## config.mk

```make
export PLATFORM = sky130hd
export DESIGN_NAME = weight_stream_loader
export DESIGN_NICKNAME = d
export VERILOG_FILES = /design/src/rtl/weight_stream_loader_pkg.sv /design/src/rtl/weight_stream_loader.sv
export SDC_FILE = /design/constraint.sdc
export NUM_CORES = 1
export LEC_CHECK = 0
export CORE_MARGIN = 2
export CORE_UTILIZATION = 24
export CTS_CLUSTER_DIAMETER = 60
export CTS_CLUSTER_SIZE = 40
export DETAILED_ROUTE_END_ITERATION = 10
export HOLD_SLACK_MARGIN = 0.15
export PLACE_DENSITY = 0.57
export RECOVER_POWER = 100
export SYNTH_ARGS = -nofsm -noshare
export SYNTH_HDL_FRONTEND = slang
export SYNTH_SLANG_ARGS = --single-unit
export TNS_END_PERCENT = 20
```

## constraint.sdc

```tcl
create_clock -name CLK -period 3 [get_ports CLK]
set_clock_uncertainty 0.2 [all_clocks]
set_input_delay 0.3 -clock CLK [delete_from_list [all_inputs] [get_ports CLK]]
set_output_delay 0.3 -clock CLK [all_outputs]
set_load 0.005 [all_outputs]
```

## src/rtl/weight_stream_loader_pkg.sv

```systemverilog
// Shared constants and FSM encoding for the weight stream loader.
// Default geometry matches the production weight RAM (8 banks x 4K x 64b).
package weight_stream_loader_pkg;

  localparam int DEF_DATA_W    = 64;
  localparam int DEF_ADDR_W    = 12;
  localparam int DEF_NUM_BANKS = 8;

  typedef enum logic [1:0] {
    ST_IDLE  = 2'd0,
    ST_LOAD  = 2'd1,
    ST_DRAIN = 2'd2
  } state_t;

endpackage

```

## src/rtl/weight_stream_loader.sv

```systemverilog
// Streams AXI-Stream beats into banked weight RAM, one word per accepted beat,
// optionally spilling into following banks; reports short/over-length packets.
module weight_stream_loader
  import weight_stream_loader_pkg::*;
#(
  parameter int DATA_W    = DEF_DATA_W,
  parameter int ADDR_W    = DEF_ADDR_W,
  parameter int NUM_BANKS = DEF_NUM_BANKS,
  localparam int BANK_W   = $clog2(NUM_BANKS),
  localparam int WL_W     = ADDR_W + BANK_W + 1
) (
  input  logic              CLK,
  input  logic              RST_N,
  input  logic [DATA_W-1:0] s_axis_tdata,
  input  logic              s_axis_tvalid,
  input  logic              s_axis_tlast,
  output logic              s_axis_tready,
  input  logic              cfg_start,
  input  logic [ADDR_W-1:0] cfg_len,
  input  logic [BANK_W-1:0] cfg_bank,
  input  logic              cfg_auto_inc,
  output logic [DATA_W-1:0] ram_din,
  output logic [ADDR_W-1:0] ram_reg_adr,
  output logic [BANK_W-1:0] ram_mem_adr,
  output logic              ram_we,
  output logic              busy,
  output logic              done,
  output logic              err_short,
  output logic              err_over,
  output logic [WL_W-1:0]   words_loaded
);

  // Handshake: a beat transfers on a rising CLK edge where s_axis_tvalid and
  // s_axis_tready are both high; tready depends only on the FSM state.

  state_t            state, state_nxt;
  logic [ADDR_W-1:0] len_q;
  logic [ADDR_W-1:0] addr_q;
  logic [BANK_W-1:0] bank_q;
  logic              auto_q;
  logic              beat;
  logic              arm;
  logic              at_end;
  logic              can_spill;

  assign s_axis_tready = (state != ST_IDLE);
  assign busy          = (state != ST_IDLE);
  assign beat          = s_axis_tvalid & s_axis_tready;
  assign arm           = cfg_start & (cfg_len != '0);
  // len_q is never zero while loading, so len_q-1 cannot underflow.
  assign at_end        = (addr_q == len_q - 1'b1);
  assign can_spill     = auto_q & (bank_q != BANK_W'(NUM_BANKS - 1));

  always_ff @(posedge CLK) begin
    if (!RST_N) state <= ST_IDLE;
    else        state <= state_nxt;
  end

  always_comb begin
    state_nxt = state;
    case (state)
      ST_IDLE: begin
        if (arm) state_nxt = ST_LOAD;
      end
      ST_LOAD: begin
        if (beat) begin
          if (s_axis_tlast)             state_nxt = ST_IDLE;
          else if (at_end && !can_spill) state_nxt = ST_DRAIN;
        end
      end
      ST_DRAIN: begin
        if (beat && s_axis_tlast) state_nxt = ST_IDLE;
      end
      default: state_nxt = ST_IDLE;
    endcase
  end

  always_ff @(posedge CLK) begin
    if (!RST_N) begin
      len_q        <= '0;
      addr_q       <= '0;
      bank_q       <= '0;
      auto_q       <= 1'b0;
      ram_din      <= '0;
      ram_reg_adr  <= '0;
      ram_mem_adr  <= '0;
      ram_we       <= 1'b0;
      done         <= 1'b0;
      err_short    <= 1'b0;
      err_over     <= 1'b0;
      words_loaded <= '0;
    end else begin
      ram_we <= 1'b0;
      done   <= 1'b0;
      case (state)
        ST_IDLE: begin
          if (arm) begin
            len_q        <= cfg_len;
            bank_q       <= cfg_bank;
            auto_q       <= cfg_auto_inc;
            addr_q       <= '0;
            err_short    <= 1'b0;
            err_over     <= 1'b0;
            words_loaded <= '0;
          end
        end
        ST_LOAD: begin
          if (beat) begin
            ram_we      <= 1'b1;
            ram_din     <= s_axis_tdata;
            ram_reg_adr <= addr_q;
            ram_mem_adr <= bank_q;
            if (words_loaded != '1) words_loaded <= words_loaded + 1'b1;
            if (at_end && can_spill) begin
              bank_q <= bank_q + 1'b1;
              addr_q <= '0;
            end else if (!at_end) begin
              addr_q <= addr_q + 1'b1;
            end
            // tlast is short unless this beat filled the final slot.
            if (s_axis_tlast) begin
              done <= 1'b1;
              if (!at_end || can_spill) err_short <= 1'b1;
            end
          end
        end
        ST_DRAIN: begin
          if (beat) begin
            err_over <= 1'b1;
            if (s_axis_tlast) done <= 1'b1;
          end
        end
        default: ;
      endcase
    end
  end

endmodule

```

Word level (Yosys, flattened, before mapping):

Cells that the tools add are included.
W data, S select, Z words.

* bits in registers: 129
* output and inout port bits: 101
* logic and storage cells: 85

* add/subtract/negate cells: 4
* equal/unequal tests: 15
* multiplexer cells: 28
* bitwise operators: 3
* reductions and logical operators: 22

Operators by type and width (count)
* $mux W12: 4
* $mux W16: 3
* $pmux W16 S2: 1
* $pmux W12 S2: 1
* $add A16 B1 Y16 const B: 1
* $ne A16 B16 Y1 const B: 1
* $ne A2 B2 Y1 const B: 8
* $reduce_and A4 Y1: 4
* $add A12 B1 Y12 const B: 1
* $eq A12 B12 Y1: 1
* $reduce_bool A12 Y1: 1
* $sub A12 B1 Y12 const B: 1
* $mux W2: 5
* $mux W3: 3
* $ne A3 B3 Y1 const B: 3
* $mux W1: 7
* $pmux W2 S3: 1
* $pmux W3 S2: 1
* $reduce_and A2 Y1: 3
* $reduce_and A3 Y1: 2
* $reduce_bool A2 Y1: 3
* $reduce_and A5 Y1: 1
* $pmux W1 S2: 2
* $add A3 B1 Y3 const B: 1
* 8 further kinds: 13

Depth between registers and ports, before layout:

* depth after elaboration: 8
* depth in mapped cells: 11

Worst setup path after synthesis:

No wires, ideal clock.

* kind: register to register
* start point: register len_q[0]
* end point: register state[0]
* arrival time: 2.327 ns
* required time: 2.684 ns
* slack: 0.357 ns
* stages on the path, launching flop included: 9
* clock period less this slack: 2.643 ns
* cell sequence: dfxtp_1 inv_1 ha_1 nor2b_1 o311a_1 a2111oi_4 nand3b_1 o41a_1 a31o_1

* longest elaborated chain between the ends: 5

Ends and longest elaborated chain
* start: declaration: line weight_stream_loader.sv:37 `logic [ADDR_W-1:0] len_q;`
* start signal: assignment: line weight_stream_loader.sv:98 `len_q <= cfg_len;`
* $sub A12 B1 Y12: line weight_stream_loader.sv:51 `assign at_end = (addr_q == len_q - 1'b1);`
* $eq A12 B12 Y1: line weight_stream_loader.sv:51
* $logic_and A1 B1 Y1: line weight_stream_loader.sv:68 `else if (at_end && !can_spill) state_nxt = ST_DRAIN;`
* $ne A3 B3 Y1 (no line)
* $reduce_and A4 Y1 (no line)
* end signal: assignment: line weight_stream_loader.sv:56 `else state <= state_nxt;`
* end: declaration: line weight_stream_loader.sv:36 `state_t state, state_nxt;`

Every way passes these cells.
A chain may end at the register's enable or synchronous reset.

Worst setup path in the final report:

Same ends and word-level chain as after synthesis.

==> results.py <==
metrics = {
    "die": {
        "die_width_um": 155,
        "dieArea_um2": 24100,
        "coreArea_um2": 22500,
        "rows": 55,
        "die-height_um": 155,
        "num_io_pins": 186,
        "initial_utilization": 0.244,
    },
    "sta": {
        "finalSetupTns_ns": 0,
        "worst_slew_margin_rel": 0.365,
        "period_needed_ns": 2.83,
        "grt_setup_unrepaired": "no",
        "period_share": 0.943,
        "timing_worst_slew_pin_value_ns": 0.953,
        "hold_viol": 0,
        "clock.fmax_ghz": 0.353,
        "final_max_slew_viols": 0,
        "slack_of_the_critical_path_ns": 0.170,
        "finalSetupViolations": 0,
    },
    "cells_and_area": {
        "final-instance-count-excl-fill": 1152,
        "synth_to_layout_area_growth_pct": 52.2,
        "finish.net_count": 947,
        "layout-drive-gt1-share": 0.0738,
        "antennaDiodeCount": 0,
    },
    "place": {
        "gpl.final_weighted_congestion": 0.783,
        "detailedPlacementHpwl_mm": 11.3,
        "port-buffer-count": 185,
        "dp.cells": 1120,
        "pre_cts_slack_ns": 0.0349,
    },
    "synth": {
        "synthDominantCellAreaShare": 0.471,
        "post_synth_inst_count": 674,
        "net_count_after_synthesis": 767,
        "edff_count_synth": 0,
        "syn_avg_cell_area_um2": 8.14,
        "most_frequent_cell_after_synthesis": "sky130_fd_sc_hd__nand2_1",
        "ys_async_sr_fraction": 0,
        "seq_area_frac_synth": 0.471,
        "synth_largest_area_cell": "sky130_fd_sc_hd__dfxtp_1",
        "yosys.cell_types.count": 56,
        "mappedNetlistArea_um2": 5480,
        "netlist_top_cells_count": "180 x sky130_fd_sc_hd__nand2_1, 129 x sky130_fd_sc_hd__dfxtp_1, 97 x sky130_fd_sc_hd__a21oi_1",
        "yosys-top-cells-area": "sky130_fd_sc_hd__dfxtp_1 47%, sky130_fd_sc_hd__nand2_1 12%, sky130_fd_sc_hd__a21oi_1 8.9%, sky130_fd_sc_hd__nor2_1 2.7%, sky130_fd_sc_hd__clkbuf_1 2.5%",
        "synthesis_warning_total": 0,
        "ys_seq_elements": 129,
        "synthFlopType": "sky130_fd_sc_hd__dfxtp_1",
    },
    "power_and_ir_drop": {
        "switching_share": 0.289,
        "clock_network_fraction_of_design_power": 0.421,
        "ir_drop_uv": 407,
        "power.combinational.fraction": 0.221,
        "power.sequential.fraction": 0.358,
        "power_switching_w": 0.00158,
        "p_int_w": 0.00388,
        "cellPowerDensity_nw_per_um2": 654,
        "p_leak_nw": 3.27,
    },
    "hold_path": {
        "worst_hold_path_type": "in -> reg",
        "holdPathStages": 3,
        "worstHoldStart": "s_axis_tdata[34]",
        "hold_path_end": "ram_din[34]$_SDFFE_PN0P_",
    },
    "detailed_routing": {
        "avgRoutedWirePerCell_um": 14.3,
        "route.detailed.drc": 0,
        "top_signal_layer_used": "met5",
        "postRouteWirelength_mm": 16.5,
        "drt_pre_antenna_iters": 4,
        "postRouteAntennaNets": 0,
        "wl_met3_mm": 1.00,
        "post_drt_via_cell_ratio": 4.51,
        "wl_met2_mm": 7.82,
        "dr.first_iter.drc_count": 253,
        "wire_length_on_met1_mm": 7.50,
        "detailroute.via_count": 5194,
    },
    "clock_network": {
        "number_of_sinks_driven_by_the_clock_tree": 129,
        "ctsHtreeMaxLevel": 4,
        "cts_hold_repair.buffers": 0,
        "clk-insertion-delay-late_ns": 0.42,
        "postCtsSetupBuffers": 0,
        "cts_buffers": 17,
        "clkTransAtPathRegs_ns": 0.06,
        "cts_tree": "yes",
        "clockBufferDepth": 2,
        "cts-root-buf": "sky130_fd_sc_hd__clkbuf_16",
    },
    "global_routing": {
        "wire_length_of_the_first_global_routing_pass_mm": 26.3,
        "grt-ovfl-total": 0,
        "grt_antenna_before_repair": 1,
        "grt.total_usage": 0.138,
        "grt_pass1_vias": 4884,
        "largest_net_degree_at_the_start_of_global_routing": 81,
    },
    "critical_path": {
        "critical_path_class": "reg -> reg",
        "cp.arrival_ns": 2.94,
        "rr_endpoint": "state[0]$_SDFFE_PN0P_",
        "r2r.worst_path.cells": 8,
        "critPathLaunchType": "flop",
        "timing.critical_path.fanout_max": 6,
        "ff2ff_setup_slack_ns": 0.17,
        "worstReg2RegStart": "len_q[0]$_SDFFE_PN0P_",
        "timing.critical_path.required_ns": 3.11,
        "worstSetupEndpointType": "flop",
    },
    "outcome": {
        "run_status": "finished clean",
    },
    "flow_run": {
        "maxCapViolations": 0,
    },
}
## per-stage QoR
step	instance area (µm²)	power (W)	util	hold WS [ns]
finish	8340	0.00546	0.371	0.223
global route	8340	0.00576	0.371	0.200
CTS	8350	0.00558	0.371	0.202
detailed placement	7690	0.00324	0.342	0.246
global placement	7690	0.00324	0.342	0.241
floorplan	5480	0.00268	-	0.236
## final cells by class
cell class                 count  area, µm²
clock inverter                11        175
sequential                   129       2580
clock buffer                  21        480
multi-input combinational    489       2700
timing repair buffer         205       2000
inverter                      12       45.0
tap                          285        357
fill                        2275      14200
## cells in the final DEF (no fill, tap or decap), types with 5 or more instances in the layout
cell type	Yosys	layout
sky130_fd_sc_hd__xor2_1	14	14
sky130_fd_sc_hd__o21ai_0	10	11
sky130_fd_sc_hd__and4_1	6	6
sky130_fd_sc_hd__clkbuf_16	0	17
sky130_fd_sc_hd__inv_1	11	11
sky130_fd_sc_hd__or3_1	8	8
sky130_fd_sc_hd__or4_1	5	5
sky130_fd_sc_hd__nor2_1	39	39
sky130_fd_sc_hd__dfxtp_1	129	129
sky130_fd_sc_hd__nand2_1	180	179
sky130_fd_sc_hd__mux2i_1	13	13
sky130_fd_sc_hd__xnor2_1	13	13
sky130_fd_sc_hd__nand3_1	14	14
sky130_fd_sc_hd__dlygate4sd3_1	0	102
sky130_fd_sc_hd__nor3_1	7	6
sky130_fd_sc_hd__buf_4	1	10
sky130_fd_sc_hd__and3_1	5	5
sky130_fd_sc_hd__clkdlybuf4s50_1	0	83
sky130_fd_sc_hd__nand4_1	10	10
sky130_fd_sc_hd__nor4_1	5	5
sky130_fd_sc_hd__ha_1	8	8
sky130_fd_sc_hd__a21oi_1	97	97
sky130_fd_sc_hd__clkbuf_1	37	5
## power by group through the flow
stage	combinational (W)	clock (W)	sequential (W)
after floorplan	0.000720	0	0.00196
after global placement	0.00125	0	0.00199
after detailed placement	0.00125	0	0.00199
after CTS	0.00126	0.00236	0.00196
after global routing	0.00134	0.00244	0.00197
final	0.00121	0.00230	0.00195
## worst max-delay path by stage
stage / startpoint / slack, ns / cells after the start / to
5_1_grt: len_q[3]$_SDFFE_PN0P_ / 0.02 / 9 / addr_q[9]$_SDFFE_PN0P_
4_1_cts: len_q[0]$_SDFFE_PN0P_ / 0.13 / 9 / state[0]$_SDFFE_PN0P_
6_report: len_q[0]$_SDFFE_PN0P_ / 0.17 / 8 / state[0]$_SDFFE_PN0P_
3_5_place_dp: cfg_len[11] / 0.03 / 9 / bank_q[2]$_SDFFE_PN0P_
2_1_floorplan: len_q[0]$_SDFFE_PN0P_ / 0.36 / 8 / state[0]$_SDFFE_PN0P_
3_3_place_gp: cfg_len[11] / 0.08 / 9 / bank_q[1]$_SDFFE_PN0P_
## metal layers
metal,GRT usage,vias to the layer above
met1,0.169,2394
met5,0,-
met2,0.226,110
met4,0.0406,2
li1,-,2672
met3,0.0532,16
## logic make-up (layout without fill, tap and decap cells)
logic type               after synthesis  count (layout)  share of synthesized area
XOR/XNOR                              27              27                     0.0431
AO/OA/AOI/OAI                        135             135                      0.147
buffers and inverters                 56             249                     0.0411
adder cells (fa/ha/maj)                8               8                     0.0183
flip-flops                           129             129                      0.471
multiplexers                          13              13                     0.0237
AND/OR/NAND/NOR                      306             306                      0.256
## critical path: stages, from the launching register on
cell and delay (ns):
sky130_fd_sc_hd__dfxtp_1 0.39, sky130_fd_sc_hd__inv_1 0.06, sky130_fd_sc_hd__ha_1 0.23, sky130_fd_sc_hd__nor2b_2 0.20, sky130_fd_sc_hd__o311a_1 0.38, sky130_fd_sc_hd__a2111oi_4 0.47
sky130_fd_sc_hd__nand3b_1 0.19, sky130_fd_sc_hd__o41a_1 0.38, sky130_fd_sc_hd__a31o_1 0.22
## registers in the layout (all words and copies together), names as in the netlist
name and count:
ram_reg_adr 12, state 2, ram_we 1, ram_mem_adr 3, err_short 1, bank_q 3
err_over 1, addr_q 12, ram_din 64, done 1, auto_q 1, len_q 12
words_loaded 16
## repair_timing
item	in CTS	in global routing
resized for setup	0	3
endpoints found under the hold margin	0	0
setup endpoints to repair	0	17
No activity file was read; power rests on OpenSTA's default activity.
